### src/rtl/rgb_pwm_gen_if.sv
// Duty-triple handshake between the SoC and the RGB PWM generator.
interface rgb_pwm_gen_if #(
    parameter int WIDTH = 8
);
    logic [WIDTH-1:0] duty_r;
    logic [WIDTH-1:0] duty_g;
    logic [WIDTH-1:0] duty_b;
    logic             duty_valid;
    logic             duty_ready;

    modport master (
        output duty_r, duty_g, duty_b, duty_valid,
        input  duty_ready
    );

    modport slave (
        input  duty_r, duty_g, duty_b, duty_valid,
        output duty_ready
    );
endinterface

### src/rtl/rgb_pwm_gen.sv
// Three-channel PWM generator for the RGB LED driver; new duty values are
// buffered and only take effect at a period boundary.
module rgb_pwm_gen #(
    parameter int WIDTH      = 8,
    parameter int PRESCALE_W = 8
) (
    input  logic                  HCLK,
    input  logic                  HRESETn,
    input  logic                  en,
    input  logic [PRESCALE_W-1:0] prescale,
    rgb_pwm_gen_if.slave          duty_if,
    output logic                  red_pwm,
    output logic                  green_pwm,
    output logic                  blue_pwm,
    output logic                  period_tick
);

    logic [PRESCALE_W-1:0] pre_cnt_q, pre_cnt_d;
    logic [WIDTH-1:0]      cnt_q, cnt_d;
    logic [WIDTH-1:0]      active_r_q, active_g_q, active_b_q;
    logic [WIDTH-1:0]      active_r_d, active_g_d, active_b_d;
    logic [WIDTH-1:0]      pending_r_q, pending_g_q, pending_b_q;
    logic [WIDTH-1:0]      pending_r_d, pending_g_d, pending_b_d;
    logic                  pend_full_q, pend_full_d;
    logic                  tick_q, tick_d;
    logic [2:0]            pwm_q, pwm_d;

    logic step;
    logic boundary;
    logic accept;
    logic apply;

    // While disabled the counters sit at zero and any pending triple is
    // applied immediately, so the next enable starts a clean period.
    always_comb begin
        step        = en && (pre_cnt_q >= prescale);
        boundary    = step && (cnt_q == {WIDTH{1'b1}});
        accept      = duty_if.duty_valid && !pend_full_q;
        apply       = pend_full_q && (boundary || !en);

        pre_cnt_d   = pre_cnt_q;
        cnt_d       = cnt_q;
        active_r_d  = active_r_q;
        active_g_d  = active_g_q;
        active_b_d  = active_b_q;
        pending_r_d = pending_r_q;
        pending_g_d = pending_g_q;
        pending_b_d = pending_b_q;
        pend_full_d = pend_full_q;

        if (!en) begin
            pre_cnt_d = '0;
            cnt_d     = '0;
        end else if (step) begin
            pre_cnt_d = '0;
            cnt_d     = cnt_q + 1'b1;
        end else begin
            pre_cnt_d = pre_cnt_q + 1'b1;
        end

        if (apply) begin
            active_r_d  = pending_r_q;
            active_g_d  = pending_g_q;
            active_b_d  = pending_b_q;
            pend_full_d = 1'b0;
        end

        if (accept) begin
            pending_r_d = duty_if.duty_r;
            pending_g_d = duty_if.duty_g;
            pending_b_d = duty_if.duty_b;
            pend_full_d = 1'b1;
        end

        tick_d = boundary;
        pwm_d  = {en && (cnt_q < active_b_q),
                  en && (cnt_q < active_g_q),
                  en && (cnt_q < active_r_q)};
    end

    always_ff @(posedge HCLK or negedge HRESETn) begin
        if (!HRESETn) begin
            pre_cnt_q   <= '0;
            cnt_q       <= '0;
            active_r_q  <= '0;
            active_g_q  <= '0;
            active_b_q  <= '0;
            pending_r_q <= '0;
            pending_g_q <= '0;
            pending_b_q <= '0;
            pend_full_q <= 1'b0;
            tick_q      <= 1'b0;
            pwm_q       <= '0;
        end else begin
            pre_cnt_q   <= pre_cnt_d;
            cnt_q       <= cnt_d;
            active_r_q  <= active_r_d;
            active_g_q  <= active_g_d;
            active_b_q  <= active_b_d;
            pending_r_q <= pending_r_d;
            pending_g_q <= pending_g_d;
            pending_b_q <= pending_b_d;
            pend_full_q <= pend_full_d;
            tick_q      <= tick_d;
            pwm_q       <= pwm_d;
        end
    end

    assign duty_if.duty_ready = !pend_full_q;
    assign red_pwm            = pwm_q[0];
    assign green_pwm          = pwm_q[1];
    assign blue_pwm           = pwm_q[2];
    assign period_tick        = tick_q;

endmodule
### src/flat_wrapper.sv
// flat-port wrapper written by rule: the top's interface ports become plain ports
module rgb_pwm_gen_flat 
#(
    parameter int WIDTH      = 8,
    parameter int PRESCALE_W = 8
)
  (HCLK, HRESETn, en, prescale, red_pwm, green_pwm, blue_pwm, period_tick, duty_if_duty_r, duty_if_duty_g, duty_if_duty_b, duty_if_duty_valid, duty_if_duty_ready);
  rgb_pwm_gen_if #(.WIDTH(WIDTH)) duty_if_i ();
  input  logic HCLK;
  input  logic HRESETn;
  input  logic en;
  input  logic [PRESCALE_W-1:0] prescale;
  output logic red_pwm;
  output logic green_pwm;
  output logic blue_pwm;
  output logic period_tick;
  input wire logic [$bits(duty_if_i.duty_r)-1:0] duty_if_duty_r;
  input wire logic [$bits(duty_if_i.duty_g)-1:0] duty_if_duty_g;
  input wire logic [$bits(duty_if_i.duty_b)-1:0] duty_if_duty_b;
  input wire logic [$bits(duty_if_i.duty_valid)-1:0] duty_if_duty_valid;
  output wire logic [$bits(duty_if_i.duty_ready)-1:0] duty_if_duty_ready;
  assign duty_if_i.duty_r = duty_if_duty_r;
  assign duty_if_i.duty_g = duty_if_duty_g;
  assign duty_if_i.duty_b = duty_if_duty_b;
  assign duty_if_i.duty_valid = duty_if_duty_valid;
  assign duty_if_duty_ready = duty_if_i.duty_ready;
  rgb_pwm_gen #(.WIDTH(WIDTH), .PRESCALE_W(PRESCALE_W)) u_core (.HCLK(HCLK), .HRESETn(HRESETn), .en(en), .prescale(prescale), .duty_if(duty_if_i), .red_pwm(red_pwm), .green_pwm(green_pwm), .blue_pwm(blue_pwm), .period_tick(period_tick));
endmodule
### config.mk
export PLATFORM = sky130hd
export DESIGN_NAME = rgb_pwm_gen_flat
export DESIGN_NICKNAME = d
export VERILOG_FILES = /design/src/rtl/rgb_pwm_gen_if.sv /design/src/rtl/rgb_pwm_gen.sv /design/src/flat_wrapper.sv
export SDC_FILE = /design/constraint.sdc
export NUM_CORES = 1
export LEC_CHECK = 0
export CORE_UTILIZATION = 56
export DETAILED_ROUTE_END_ITERATION = 12
export GPL_TIMING_DRIVEN = 0
export HOLD_SLACK_MARGIN = 0.06
export PLACE_DENSITY = 0.76
export SYNTH_ARGS = -nofsm -noshare
export SYNTH_HDL_FRONTEND = slang
export SYNTH_SLANG_ARGS = --single-unit
### constraint.sdc
create_clock -name HCLK -period 2.7 [get_ports HCLK]
set_clock_uncertainty 0.1 [all_clocks]
set_input_delay 0.54 -clock HCLK [delete_from_list [all_inputs] [get_ports HCLK]]
set_output_delay 0.54 -clock HCLK [all_outputs]
set_load 0.02 [all_outputs]
; ---- After elaboration in Yosys (flattened, before gate mapping)
; Cells that the tools add are included.
[word_totals]
ff_bits = 69
inputBits = 36
out_inout_bits = 5
wordCells = 36
[classes]
n_addsub = 2
magnitude_cmp = 4
n_eq_ne = 2
muxes = 6
reduce_logical = 11
[op_table]
columns = cell, count
row1 = $mux 8, 4
row2 = $lt 8x8->1, 3
row3 = $add 8x1->8 const B, 2
row4 = $eq 8x8->1 const B, 1
row5 = $ge 8x8->1, 1
row6 = $logic_and 1x1->1, 7
row7 = $logic_not 1->1, 2
row8 = $mux 1, 2
row9 = $ne 2x1->1 const B, 1
row10 = $reduce_bool 2->1, 1
row11 = $logic_or 1x1->1, 1

; ---- Depth between registers and ports, before layout
[logic_depth]
depth_word = 7
depth_mapped = 8
ltp_nobuf = 7

; ---- Least setup slack after synthesis
; Ideal clock, no wire load.
[synth_timing]
path_type = input -> register
startpoint = input port prescale[0]
endpoint = register u_core.active_b_q[0]
t_arrival_ps = 2171
setup_slack_ps = 304
stages = 7
n_path_buf = 1
path_cell_list = ha_1 -> nand2b_1 -> a2111o_1 -> a21oi_4 -> a21oi_4 -> buf_6 -> mux2_4
[synth_between]
elab_chain_len = 5
[synth_rtl]
columns = element, line_no
row1 = "start, declared", flat_wrapper.sv:12  ; input logic [PRESCALE_W-1:0] prescale;
row2 = $ge 8x8->1, rgb_pwm_gen.sv:36  ; step = en && (pre_cnt_q >= prescale);
row3 = $logic_and 1x1->1, rgb_pwm_gen.sv:36
row4 = $logic_and 1x1->1, rgb_pwm_gen.sv:37  ; boundary = step && (cnt_q == {WIDTH{1'b1}});
row5 = $logic_or 1x1->1, rgb_pwm_gen.sv:39  ; apply = pend_full_q && (boundary || !en);
row6 = $logic_and 1x1->1, rgb_pwm_gen.sv:39
row7 = "end signal, assigned", rgb_pwm_gen.sv:99  ; active_b_q <= active_b_d;
row8 = "end, declared", rgb_pwm_gen.sv:20  ; logic [WIDTH-1:0] active_r_q, active_g_q, active_b_q;
; No other way between the ends.
; A chain may end at the register's enable or synchronous reset.

; ---- Worst setup path in the final report
[layout_timing]
startpoint = input port prescale[0]
endpoint = register u_core.active_g_q[5]
[layout_between]
elab_chain_len = 5
[layout_rtl]
columns = element, line_no
row1 = $ge 8x8->1, rgb_pwm_gen.sv:36
row2 = $logic_and 1x1->1, rgb_pwm_gen.sv:36
row3 = $logic_and 1x1->1, rgb_pwm_gen.sv:37
row4 = $logic_or 1x1->1, rgb_pwm_gen.sv:39
row5 = $logic_and 1x1->1, rgb_pwm_gen.sv:39
row6 = "end signal, assigned", rgb_pwm_gen.sv:98  ; active_g_q <= active_g_d;
row7 = "end, declared", rgb_pwm_gen.sv:20
; No other way between the ends.

==> flow_metrics.env <==
export IMPL_crit_chain="clkdlybuf4s50_1, ha_1, nand2b_1, a2111o_1, a21oi_4, a21oi_4, buf_8, mux2_4"
export IMPL_critical_path_max_stage_delay_ns=0.46
export IMPL_synth_seq_area_share_pct=49.1
export IMPL_status="completed"
export IMPL_clock_sinks=69
export IMPL_routed_via_density=5.39
export IMPL_core_area_sq_mm=0.00599
export IMPL_initial_utilization_pct=58.8
export IMPL_max_freq_mhz=383
export IMPL_wl_microns=6190
export IMPL_yosysTopAreaCellShare_pct=49.1
export IMPL_grt_pass1_vias=2373
export IMPL_dp_hpwl_microns=4350
export IMPL_critPathRequiredTime_ns=2.82
export IMPL_synthSimpleGateAreaFrac_pct=8.60
export IMPL_dieWidth_microns=81.3
export IMPL_regToRegEndpoint="u_core.active_g_q[5]"
export IMPL_ys_seq_elements=69
export IMPL_crit_buf_inv=2
export IMPL_antenna_found_initial=0
export IMPL_grt_max_degree=70
export IMPL_place_congestion=0.806
export IMPL_synth_ff_type="dfrtp_1"
export IMPL_netlist_top_cells_area="dfrtp_1 (49%), ha_1 (11%), mux2_2 (9.0%), mux2_4 (8.5%), inv_1 (3.5%)"
export IMPL_cpLargestDelayFamily="compound AO/OA/AOI/OAI gates"
export IMPL_slew_headroom_pct=43.2
export IMPL_reg2reg_from="u_core.pre_cnt_q[0]"
export IMPL_drc=0
export IMPL_antenna_left=0
export IMPL_slowest_stage="a2111o_1"
export IMPL_cp_common_cell="a21oi_4"
export IMPL_cts_buffer_depth=2
export IMPL_synth_compound_area_share_pct=7.25
export IMPL_grt_ovfl_total=0
export IMPL_setup_viol=0
export IMPL_dieHeight_microns=81.3
export IMPL_grt_usage_pct=22.3
export IMPL_fillCellCount=428
export IMPL_cts_inserted_buffers=9
export IMPL_synth_edf_count=0
export IMPL_cts_tree="yes"
export IMPL_row_count=28
export IMPL_avgRoutedWirePerCell_microns=14.4
export IMPL_htree_num_levels=3
export IMPL_syn_area_sq_mm=0.00352
export IMPL_fin_crit_ns=2.61
export IMPL_die_area_sq_mm=0.00661
export IMPL_drv_slew=0
export IMPL_final_nets=417
export IMPL_synth_xor_area_share_pct=1.74
export IMPL_synthAdderAreaFrac_pct=11.0
export IMPL_arrival_ns=2.73
export IMPL_end_kind="flop"
export IMPL_avgSynthCellArea_sq_um=12.0
export IMPL_reg2reg_slack_ns=0.23
export IMPL_multi_input_area_sq_mm=0.00162
export IMPL_hold_viol=0
export IMPL_antenna_diode_count=0
export IMPL_r2r_cells=8
export IMPL_clkTransAtPathRegs_ns=0.06
export IMPL_leakage_nw=2.02
export IMPL_firstDrtPassIters=4
export IMPL_cts_hold_buf=0
export IMPL_path_max_fanout=10
export IMPL_critPathLaunchType="input port"
export IMPL_min_period_over_period_pct=96.7
export IMPL_worst_pin_slew_ns=0.852
export IMPL_ios=41
export IMPL_grt_pass1_wl_microns=10800
export IMPL_drt_iter0_drc=147
export IMPL_drive_gt1_share_pct=20.6
export IMPL_area_growth_pct=19.6
export IMPL_synth_top_cell_by_area="dfrtp_1"
export IMPL_ys_warn_count=0
export IMPL_syn_nets=361
export IMPL_clock_latency_ns=0.34
export IMPL_crit_type="in -> reg"
export IMPL_min_path_type="in -> async"
export IMPL_synth_cells=294
export IMPL_p_per_area_mw_per_mm2=695
export IMPL_setup_tns_ns=0
export IMPL_place_area_sq_mm=0.00400
export IMPL_fin_area_sq_mm=0.00421
export IMPL_async_flop_share_pct=100
export IMPL_cts_root_buf="clkbuf_8"
export IMPL_synth_cell_type_count=29
export IMPL_maxCapViolCount=0
export IMPL_seqCellArea_sq_mm=0.00173
export IMPL_synth_top_family_by_area="multiplexers"
export IMPL_vdd_drop_max_mv=0.406
export IMPL_synthMuxAreaShare_pct=17.5
export IMPL_num_vias=2313
export IMPL_port_buffers=39
==> sequential cells by signal, indices dropped and copies added, names as in the netlist <==
signal,count
u_core.pending_g_q,8
u_core.pwm_q,3
u_core.active_g_q,8
u_core.period_tick,1
u_core.pending_b_q,8
u_core.active_r_q,8
u_core.cnt_q,8
u_core.pending_r_q,8
u_core.active_b_q,8
u_core.pre_cnt_q,8
u_core.pend_full_q,1
==> metal layers <==
metal | up-vias | global-route usage (%) | wire length (microns)
met5 | - | 0 | 0
met4 | 0 | 13.8 | 174
met3 | 17 | 4.04 | 203
met2 | 47 | 34.8 | 2900
met1 | 1120 | 28.6 | 2910
li1 | 1129 | - | -
==> logic make-up after synthesis <==
logic type,after synthesis
DFF,69
and+or+nand+nor,60
muxes,48
buffers and inverters,41
AOI/OAI and AO/OA,38
adders and majority gates,31
xor gates and xnor gates,7
==> power by group <==
group / switching (mW) / total (mW) / internal (mW)
registers: 0.155 / 1.45 / 1.30
clock network: 0.355 / 0.706 / 0.351
logic: 0.290 / 0.766 / 0.476
==> layout make-up <==
| type | count | area share, % |
|---|---|---|
| Sequential cell | 69 | 41.0 |
| Multi-Input combinational cell | 184 | 38.6 |
| Timing Repair Buffer | 45 | 10.2 |
| Clock buffer | 13 | 3.54 |
| Inverter | 33 | 2.94 |
| Tap cell | 75 | 2.23 |
| Buffer | 8 | 1.25 |
| Clock inverter | 2 | 0.238 |
==> metrics by stage <==
stage / setup WS, ns / total power, mW / hold slack (ns) / cells / util [%]
finish: 0.0891 / 2.93 / 0.205 / 429 / 70.3
global route: -0.0109 / 3.13 / 0.275 / 429 / 70.3
CTS: 0.0477 / 2.96 / 0.229 / 423 / 69.4
detailed placement: -0.320 / 2.24 / 0.390 / 408 / 66.8
global placement: -1.27 / 2.20 / 0.390 / 408 / 66.8
floorplan: 0.304 / 1.99 / 0.144 / 294 / -
==> what timing repair did <==
action                                  in CTS  in global routing
setup buffers                                0                  6
resized for setup                            0                  2
endpoints found under the setup margin       0                 27
==> synthesized netlist by cell type (2+ instances only) <==
| master | n |
|---|---|
| dfrtp_1 | 69 |
| inv_1 | 33 |
| ha_1 | 31 |
| mux2_2 | 28 |
| mux2_4 | 20 |
| nor2_1 | 15 |
| nand3_1 | 12 |
| o21ai_0 | 12 |
| a21oi_1 | 11 |
| nand2_1 | 10 |
| a21o_1 | 6 |
| xor2_1 | 6 |
| clkbuf_1 | 5 |
| nand2b_1 | 5 |
| or3_1 | 5 |
| and3_1 | 4 |
| nor2b_1 | 4 |
| o311ai_0 | 3 |
| a21oi_4 | 2 |
| and4_1 | 2 |
| buf_6 | 2 |
| nand4_1 | 2 |
==> cells in the final DEF (no fill, tap or decap), drive strengths merged <==
cell type,count
buf,8
a2111o,1
a21oi,13
xnor2,1
ha,31
nor4,1
nand4,2
a21o,6
xor2,6
a31o,1
or3,5
dfrtp,69
nand2,10
inv,33
and3,4
nor2,15
o21ai,12
o21a,1
o31a,1
clkdlybuf4s50,38
clkbuf,20
and4,2
nand2b,5
mux2,48
o311ai,3
clkinv,2
nor2b,4
nand3,12
==> how the worst max path moves through the flow <==
stage / start / to / cells after the start
floorplan: prescale[0] / u_core.active_b_q[0] / 7
global placement: HRESETn / u_core.pre_cnt_q[7] / 1
detailed placement: prescale[0] / u_core.active_g_q[5] / 8
CTS: prescale[0] / u_core.active_g_q[5] / 8
global route: prescale[0] / u_core.active_b_q[4] / 8
finish: prescale[0] / u_core.active_g_q[5] / 8
No activity file was read; power rests on OpenSTA's default activity.
